File: config.mk
export PLATFORM = sky130hd
export DESIGN_NAME = mem_arbiter
export DESIGN_NICKNAME = d
export VERILOG_FILES = /design/src/rtl/mem_arb_pkg.sv /design/src/rtl/arb_rr2.sv /design/src/rtl/mem_arbiter.sv
export SDC_FILE = /design/constraint.sdc
export NUM_CORES = 1
export LEC_CHECK = 0
export BUFFER_PORTS_ARGS = -buffer_cell sky130_fd_sc_hd__buf_4
export CAP_MARGIN = 20
export CORE_UTILIZATION = 47
export DETAILED_ROUTE_END_ITERATION = 16
export PLACE_DENSITY = 0.78
export SYNTH_ARGS = -nofsm -noshare
export SYNTH_HDL_FRONTEND = slang
export SYNTH_SLANG_ARGS = --single-unit
export TNS_END_PERCENT = 20
File: constraint.sdc
create_clock -name clk -period 4.2 [get_ports clk]
set_input_delay 0 -clock clk [delete_from_list [all_inputs] [get_ports clk]]
set_output_delay 0 -clock clk [all_outputs]
set_load 0.02 [all_outputs]
File: src/rtl/mem_arb_pkg.sv
// Shared types and defaults for the two-port memory arbiter.
package mem_arb_pkg;
   typedef enum logic {IDLE = 1'b0, BUSY = 1'b1} state_t;
   typedef enum logic {OWN_IF = 1'b0, OWN_DM = 1'b1} owner_t;
   localparam int TIMEOUT_DEFAULT = 255;
endpackage

File: src/rtl/arb_rr2.sv
// Two-way round-robin pick: a lone requester wins, a tie goes to the port
// that did not own the previous grant.
module arb_rr2
   import mem_arb_pkg::*;
(
   input  logic [1:0] req,
   input  owner_t     last_owner,
   output logic [1:0] gnt
);
   for (genvar gi = 0; gi < 2; gi++) begin : g_pick
      localparam int     OTHER = 1 - gi;
      localparam owner_t ME    = (gi == 0) ? OWN_IF : OWN_DM;
      assign gnt[gi] = req[gi] & (~req[OTHER] | (last_owner != ME));
   end
endmodule

File: src/rtl/mem_arbiter.sv
// Arbitrates a fetch port and a data port onto one shared memory port,
// one outstanding transaction at a time, with a wait-cycle timeout.
module mem_arbiter
   import mem_arb_pkg::*;
#(
   parameter int DATA_WIDTH = 32,
   parameter int ADDR_WIDTH = 32,
   parameter int TIMEOUT    = TIMEOUT_DEFAULT
) (
   input  logic                  clk,
   input  logic                  rst,
   input  logic                  if_req,
   input  logic [ADDR_WIDTH-1:0] if_addr,
   output logic                  if_gnt,
   output logic                  if_done,
   output logic [DATA_WIDTH-1:0] if_rdata,
   input  logic                  dm_req,
   input  logic                  dm_we,
   input  logic [ADDR_WIDTH-1:0] dm_addr,
   input  logic [DATA_WIDTH-1:0] dm_wdata,
   output logic                  dm_gnt,
   output logic                  dm_done,
   output logic [DATA_WIDTH-1:0] dm_rdata,
   output logic                  err,
   output logic                  mem_req,
   output logic                  mem_we,
   output logic [ADDR_WIDTH-1:0] mem_addr,
   output logic [DATA_WIDTH-1:0] mem_wdata,
   input  logic                  mem_ack,
   input  logic [DATA_WIDTH-1:0] mem_rdata,
   output logic                  busy
);
   localparam int WAIT_W = $clog2(TIMEOUT + 1);

   state_t                state_q, state_d;
   owner_t                owner_q, owner_d;
   owner_t                last_owner_q, last_owner_d;
   logic [ADDR_WIDTH-1:0] addr_q, addr_d;
   logic [DATA_WIDTH-1:0] wdata_q, wdata_d;
   logic [DATA_WIDTH-1:0] if_rdata_q, if_rdata_d;
   logic [DATA_WIDTH-1:0] dm_rdata_q, dm_rdata_d;
   logic                  we_q, we_d;
   logic                  if_done_q, if_done_d;
   logic                  dm_done_q, dm_done_d;
   logic                  err_q, err_d;
   logic [WAIT_W-1:0]     wait_q, wait_d;
   logic [1:0]            pick;
   logic                  grant_ok, ack_hit, timeout_hit;

   arb_rr2 u_arb (
      .req       ({dm_req, if_req}),
      .last_owner(last_owner_q),
      .gnt       (pick)
   );

   assign grant_ok    = (state_q == IDLE) && !rst && (|pick);
   assign ack_hit     = (state_q == BUSY) && mem_ack;
   // An ack in the final wait cycle completes normally instead of aborting.
   assign timeout_hit = (state_q == BUSY) && !mem_ack && (wait_q == WAIT_W'(TIMEOUT - 1));

   always_ff @(posedge clk or posedge rst) begin
      if (rst) state_q <= IDLE;
      else     state_q <= state_d;
   end

   always_comb begin
      state_d = state_q;
      unique case (state_q)
         IDLE: if (grant_ok) state_d = BUSY;
         BUSY: if (ack_hit || timeout_hit) state_d = IDLE;
         default: state_d = IDLE;
      endcase
   end

   always_comb begin
      busy    = (state_q == BUSY);
      mem_req = (state_q == BUSY);
      if_gnt  = grant_ok && pick[0];
      dm_gnt  = grant_ok && pick[1];
   end

   always_comb begin
      owner_d      = owner_q;
      last_owner_d = last_owner_q;
      addr_d       = addr_q;
      wdata_d      = wdata_q;
      we_d         = we_q;
      wait_d       = wait_q;
      if_rdata_d   = if_rdata_q;
      dm_rdata_d   = dm_rdata_q;
      if_done_d    = 1'b0;
      dm_done_d    = 1'b0;
      err_d        = 1'b0;
      if (grant_ok) begin
         owner_d      = pick[1] ? OWN_DM : OWN_IF;
         last_owner_d = pick[1] ? OWN_DM : OWN_IF;
         addr_d       = pick[1] ? dm_addr : if_addr;
         wdata_d      = pick[1] ? dm_wdata : '0;
         we_d         = pick[1] & dm_we;
         wait_d       = '0;
      end else if (ack_hit || timeout_hit) begin
         if_done_d = (owner_q == OWN_IF);
         dm_done_d = (owner_q == OWN_DM);
         err_d     = timeout_hit;
         if (ack_hit && !we_q) begin
            if (owner_q == OWN_IF) if_rdata_d = mem_rdata;
            else                   dm_rdata_d = mem_rdata;
         end
      end else if (state_q == BUSY) begin
         wait_d = wait_q + 1'b1;
      end
   end

   always_ff @(posedge clk or posedge rst) begin
      if (rst) begin
         owner_q      <= OWN_IF;
         last_owner_q <= OWN_DM;
         addr_q       <= '0;
         wdata_q      <= '0;
         we_q         <= 1'b0;
         wait_q       <= '0;
         if_rdata_q   <= '0;
         dm_rdata_q   <= '0;
         if_done_q    <= 1'b0;
         dm_done_q    <= 1'b0;
         err_q        <= 1'b0;
      end else begin
         owner_q      <= owner_d;
         last_owner_q <= last_owner_d;
         addr_q       <= addr_d;
         wdata_q      <= wdata_d;
         we_q         <= we_d;
         wait_q       <= wait_d;
         if_rdata_q   <= if_rdata_d;
         dm_rdata_q   <= dm_rdata_d;
         if_done_q    <= if_done_d;
         dm_done_q    <= dm_done_d;
         err_q        <= err_d;
      end
   end

   assign mem_addr  = addr_q;
   assign mem_wdata = wdata_q;
   assign mem_we    = busy & we_q;
   assign if_done   = if_done_q;
   assign dm_done   = dm_done_q;
   assign err       = err_q;
   assign if_rdata  = if_rdata_q;
   assign dm_rdata  = dm_rdata_q;
endmodule

==> metrics.sh <==
CLOCK_TREE.HTREE_LEVEL_COUNT=4
GRT_PASS1_WL_MM=26.7
VIAS_IN_THE_FIRST_GLOBAL_ROUTE=5205
FINALCRITPERIODSHARE_PCT=50.7
ROUTED-WL-MET2_MM=8.84
M1WIRELENGTH_MM=6.67
VIAS=5013
CRITPATHSLOWESTCELL='dlygate4sd3_1'
CRITICAL_PATH_PEAK_FANOUT=32
VIAS_PER_CELL=5.12
WORST_CLOCK_SKEW_NS=0.00927
DIE_WIDTH_MICRONS=113
DETAIL_ROUTE.WL_PER_CELL_MICRONS=17.6
STARTPOINT_TYPE='register'
NUM_PORTS=270
SYNTHESIS.YOSYS.WARNINGS=0
TIMING.SETUP.TNS_NS=0
SYNTH_NETS=560
DIEAREA_SQ_MM=0.0128
DIEHEIGHT_MICRONS=113
TOP_ROUTING_LAYER_USED='met4'
FINALHOLDVIOLCOUNT=0
LAYOUT.CELLS.MOST_COMMON_LIST='buf_4 (274), dfrtp_1 (142), dlygate4sd3_1 (131)'
GRT_ANTENNA_BEFORE_REPAIR=0
FINAL-SETUP-VIOL-COUNT=0
LAYOUT-DRIVE-GT1-SHARE_PCT=41.9
DELAY_OF_THE_SLOWEST_CELL_ON_THE_WORST_PATH_NS=0.59
FINAL_ANTENNA_NET_COUNT=0
TIMING.REG2REG.WORST_PATH_DEPTH=5
CTS_BUFFERS=17
CRIT_PATH_START='last_owner_q'
CTS_NUM_SINKS=143
RSZ0062_AT_GRT='no'
CTS_TREE='done'
AREA_DELTA_SYNTH_FINAL_PCT=68.7
NUM_ANTENNA_CELLS=0
GP_CONGESTION=0.755
NUMBER_OF_PORT_BUFFERS=269
POSTCTSRESIZEDCELLS=0
WORST-SLEW-PIN-TRANSITION_NS=0.884
MOSTFREQUENTLAYOUTCELL='buf_4'
MAX_FREQ_MHz=469
MAX_SLEW_MARGIN_PCT=41.1
RR_STARTPOINT='last_owner_q'
IR_DROP_V=0.000300
MAX_ROOT_SINK_BUFFERS=2
SYNTH_CELL_TYPES=36
DETAILEDPLACE.WORSTSLACK_NS=2.20
POSTSYNTHREGISTERBITS=143
STATUS='complete, no violations'
SYNTH_TOP_FAMILY_BY_AREA='multiplexers'
HOLD_PATH_CLASS='primary input to register'
SHARE_OF_SYNTHESIZED_AREA_SPENT_ON_MULTIPLEXERS_PCT=18.1
MAPPEDNETLISTAREA_SQ_MM=0.00579
CLOCK_TREE.ROOT_CELL='clkbuf_16'
SYN-MEAN-INSTANCE-AREA_SQ_UM=13.7
FINAL-MAX-SLEW-VIOLATION-COUNT=0
POST_SYNTH_AND_OR_NAND_NOR_AREA_FRACTION_PCT=5.29
WORST-ENDPOINT-ARRIVAL_NS=2.39
R2R-END='mem_addr[28]'
TIMING.MAX_CAP.VIOLATIONS=0
POWER.STATIC_LEAKAGE_uW=0.00481
SYNTHESIS.INSTANCES=424
CTS.REPAIR_TIMING.SETUP_BUFFER_COUNT=0
CRIT_END='mem_addr[28]'
GLOBAL_ROUTE.OVERFLOW_TOTAL=0
DRT_ITER0_MARKERS=229
SYNTH_XOR_AREA_SHARE_PCT=0.151
FINALNETCOUNT=956
SETUP.REG_TO_REG.WORST_SLACK_NS=2.07
FINAL_PERIOD_MINUS_WORST_SETUP_SLACK_NS=2.13
ROUTED_WIRELENGTH_MM=17.3
CLK_LATENCY_NS=0.41
PATH_CLK_SLEW_NS=0.06
ENDPOINT_KIND='register'
COREAREA_SQ_MM=0.0120
SYNTH_COMPOUND_GATE_AREA_SHARE_PCT=9.93
CP_DATA_REQUIRED_TIME_NS=4.46
SEQ_AREA_FRAC_SYNTH_PCT=61.8
GRT_START_MAX_NET_PINS=102
LAYOUT.CELL_AREA.NON_FILLER_SQ_MM=0.00977
TIMING.CRITICAL_PATH.CELLS='a21boi_4 -> buf_4 -> mux2i_1 -> dlygate4sd3_1 -> o21ai_1'
GRT_USE_TOTAL_PCT=27.5
MET3_LENGTH_MM=1.26
ADDER_CELL_SHARE_OF_THE_SYNTHESIZED_AREA_PCT=0.432
STD_CELL_ROWS=40
TIMING.FINAL.WS_SETUP_NS=2.07
CRITICALPATHCATEGORY='register to register'
POSTPLACECELLAREA_SQ_MM=0.00784
DRT_DRC_VIOLATIONS_LEFT=0
POWER.DENSITY_mW_PER_MM2=601
DP.FINAL_HPWL_MM=10.1
FIRSTDRTPASSITERS=4
INITIAL_UTILIZATION_PCT=48.2
==> stage by stage <==
step / power [uW] / hold WS (ns) / util [%] / cells
after detailed placement: 4180 / 0.224 / 65.3 / 817
after global placement: 4110 / 0.216 / 65.3 / 817
final: 5880 / 0.0857 / 81.4 / 980
after global routing: 6130 / 0.117 / 81.4 / 980
after floorplan: 3190 / 0.124 / - / 424
after CTS: 5880 / 0.0512 / 81.4 / 980
==> cell families after synthesis <==
kind of cell,count (synthesis)
AND/OR/NAND/NOR,65
flip-flops,143
XOR/XNOR,1
AO/OA/AOI/OAI,83
multiplexers,97
adder cells (fa/ha/maj),2
buffers and inverters,33
==> registers in the layout, indices dropped and copies added (netlist names), 8 cells and up <==
signal and count:
wait_q 8, if_rdata 32, dm_rdata 32, mem_addr 32, mem_wdata 32
==> power breakdown <==
group,internal (uW),switching (uW)
clock,1020,549
sequential,1850,282
combinational,1060,1120
==> per-layer routing <==
layer | vias up | track usage (%)
li1 | 2303 | -
met1 | 2438 | 30.6
met2 | 230 | 48.1
met3 | 42 | 8.57
met4 | 0 | 12.6
met5 | - | 0
==> critical path, delay by kind of cell, from the launching register on <==
kind,cells,cell delay [ns]
buffers and inverters,2,1.05
DFF,1,0.39
muxes,1,0.30
AOI/OAI and AO/OA,2,0.22
==> Yosys cell counts <==
cell type / number / area (sq um)
a21boi_1: 1 / 7.51
and4_1: 1 / 8.76
o21ai_0: 32 / 160
a21boi_2: 1 / 11.3
ha_1: 2 / 25.0
nand3_1: 11 / 55.1
a21o_1: 2 / 15.0
xnor2_1: 1 / 8.76
clkbuf_1: 5 / 18.8
buf_8: 3 / 45.0
nand2_1: 37 / 139
o221ai_2: 1 / 15.0
or3_1: 2 / 12.5
mux2i_1: 33 / 330
mux2_2: 34 / 383
buf_6: 10 / 113
and2b_1: 1 / 7.51
dfrtp_1: 142 / 3550
nor2_1: 5 / 18.8
o21ai_2: 2 / 17.5
and3_2: 1 / 7.51
a22o_1: 33 / 289
and2_4: 1 / 8.76
dfstp_2: 1 / 26.3
inv_1: 5 / 18.8
nand4_1: 1 / 6.26
a21oi_1: 4 / 20.0
and2_1: 2 / 12.5
nand2_4: 1 / 11.3
o21a_1: 2 / 15.0
buf_4: 1 / 7.51
o21ai_1: 5 / 25.0
nor4bb_1: 1 / 10.0
mux2_1: 30 / 338
buf_2: 9 / 45.0
nand4b_1: 1 / 8.76
==> cell type report <==
cell class | instances | area, sq um
flip-flops and latches | 143 | 3580
repair buffers | 405 | 3370
fillers | 646 | 2240
multi-input cells | 248 | 2000
clock buffers | 20 | 457
well taps | 147 | 184
clock inverters | 12 | 165
inverters | 5 | 23.8
==> what timing repair did <==
action	4_1_cts	5_1_grt
setup endpoints to repair	0	0
hold buffers	131	0
hold endpoints to repair	231	0
==> worst min path at each step <==
| stage | start | endpoint | slack [ns] | cells past startpoint |
|---|---|---|---|---|
| floorplan | if_req | if_gnt | 0.12 | 2 |
| global placement | dm_wdata[19] | mem_wdata[19] | 0.22 | 2 |
| detailed placement | dm_wdata[12] | mem_wdata[12] | 0.22 | 2 |
| CTS | dm_req | busy | 0.05 | 3 |
| global route | dm_req | busy | 0.12 | 3 |
| finish | dm_req | busy | 0.09 | 3 |
No activity file was read; power rests on OpenSTA's default activity.
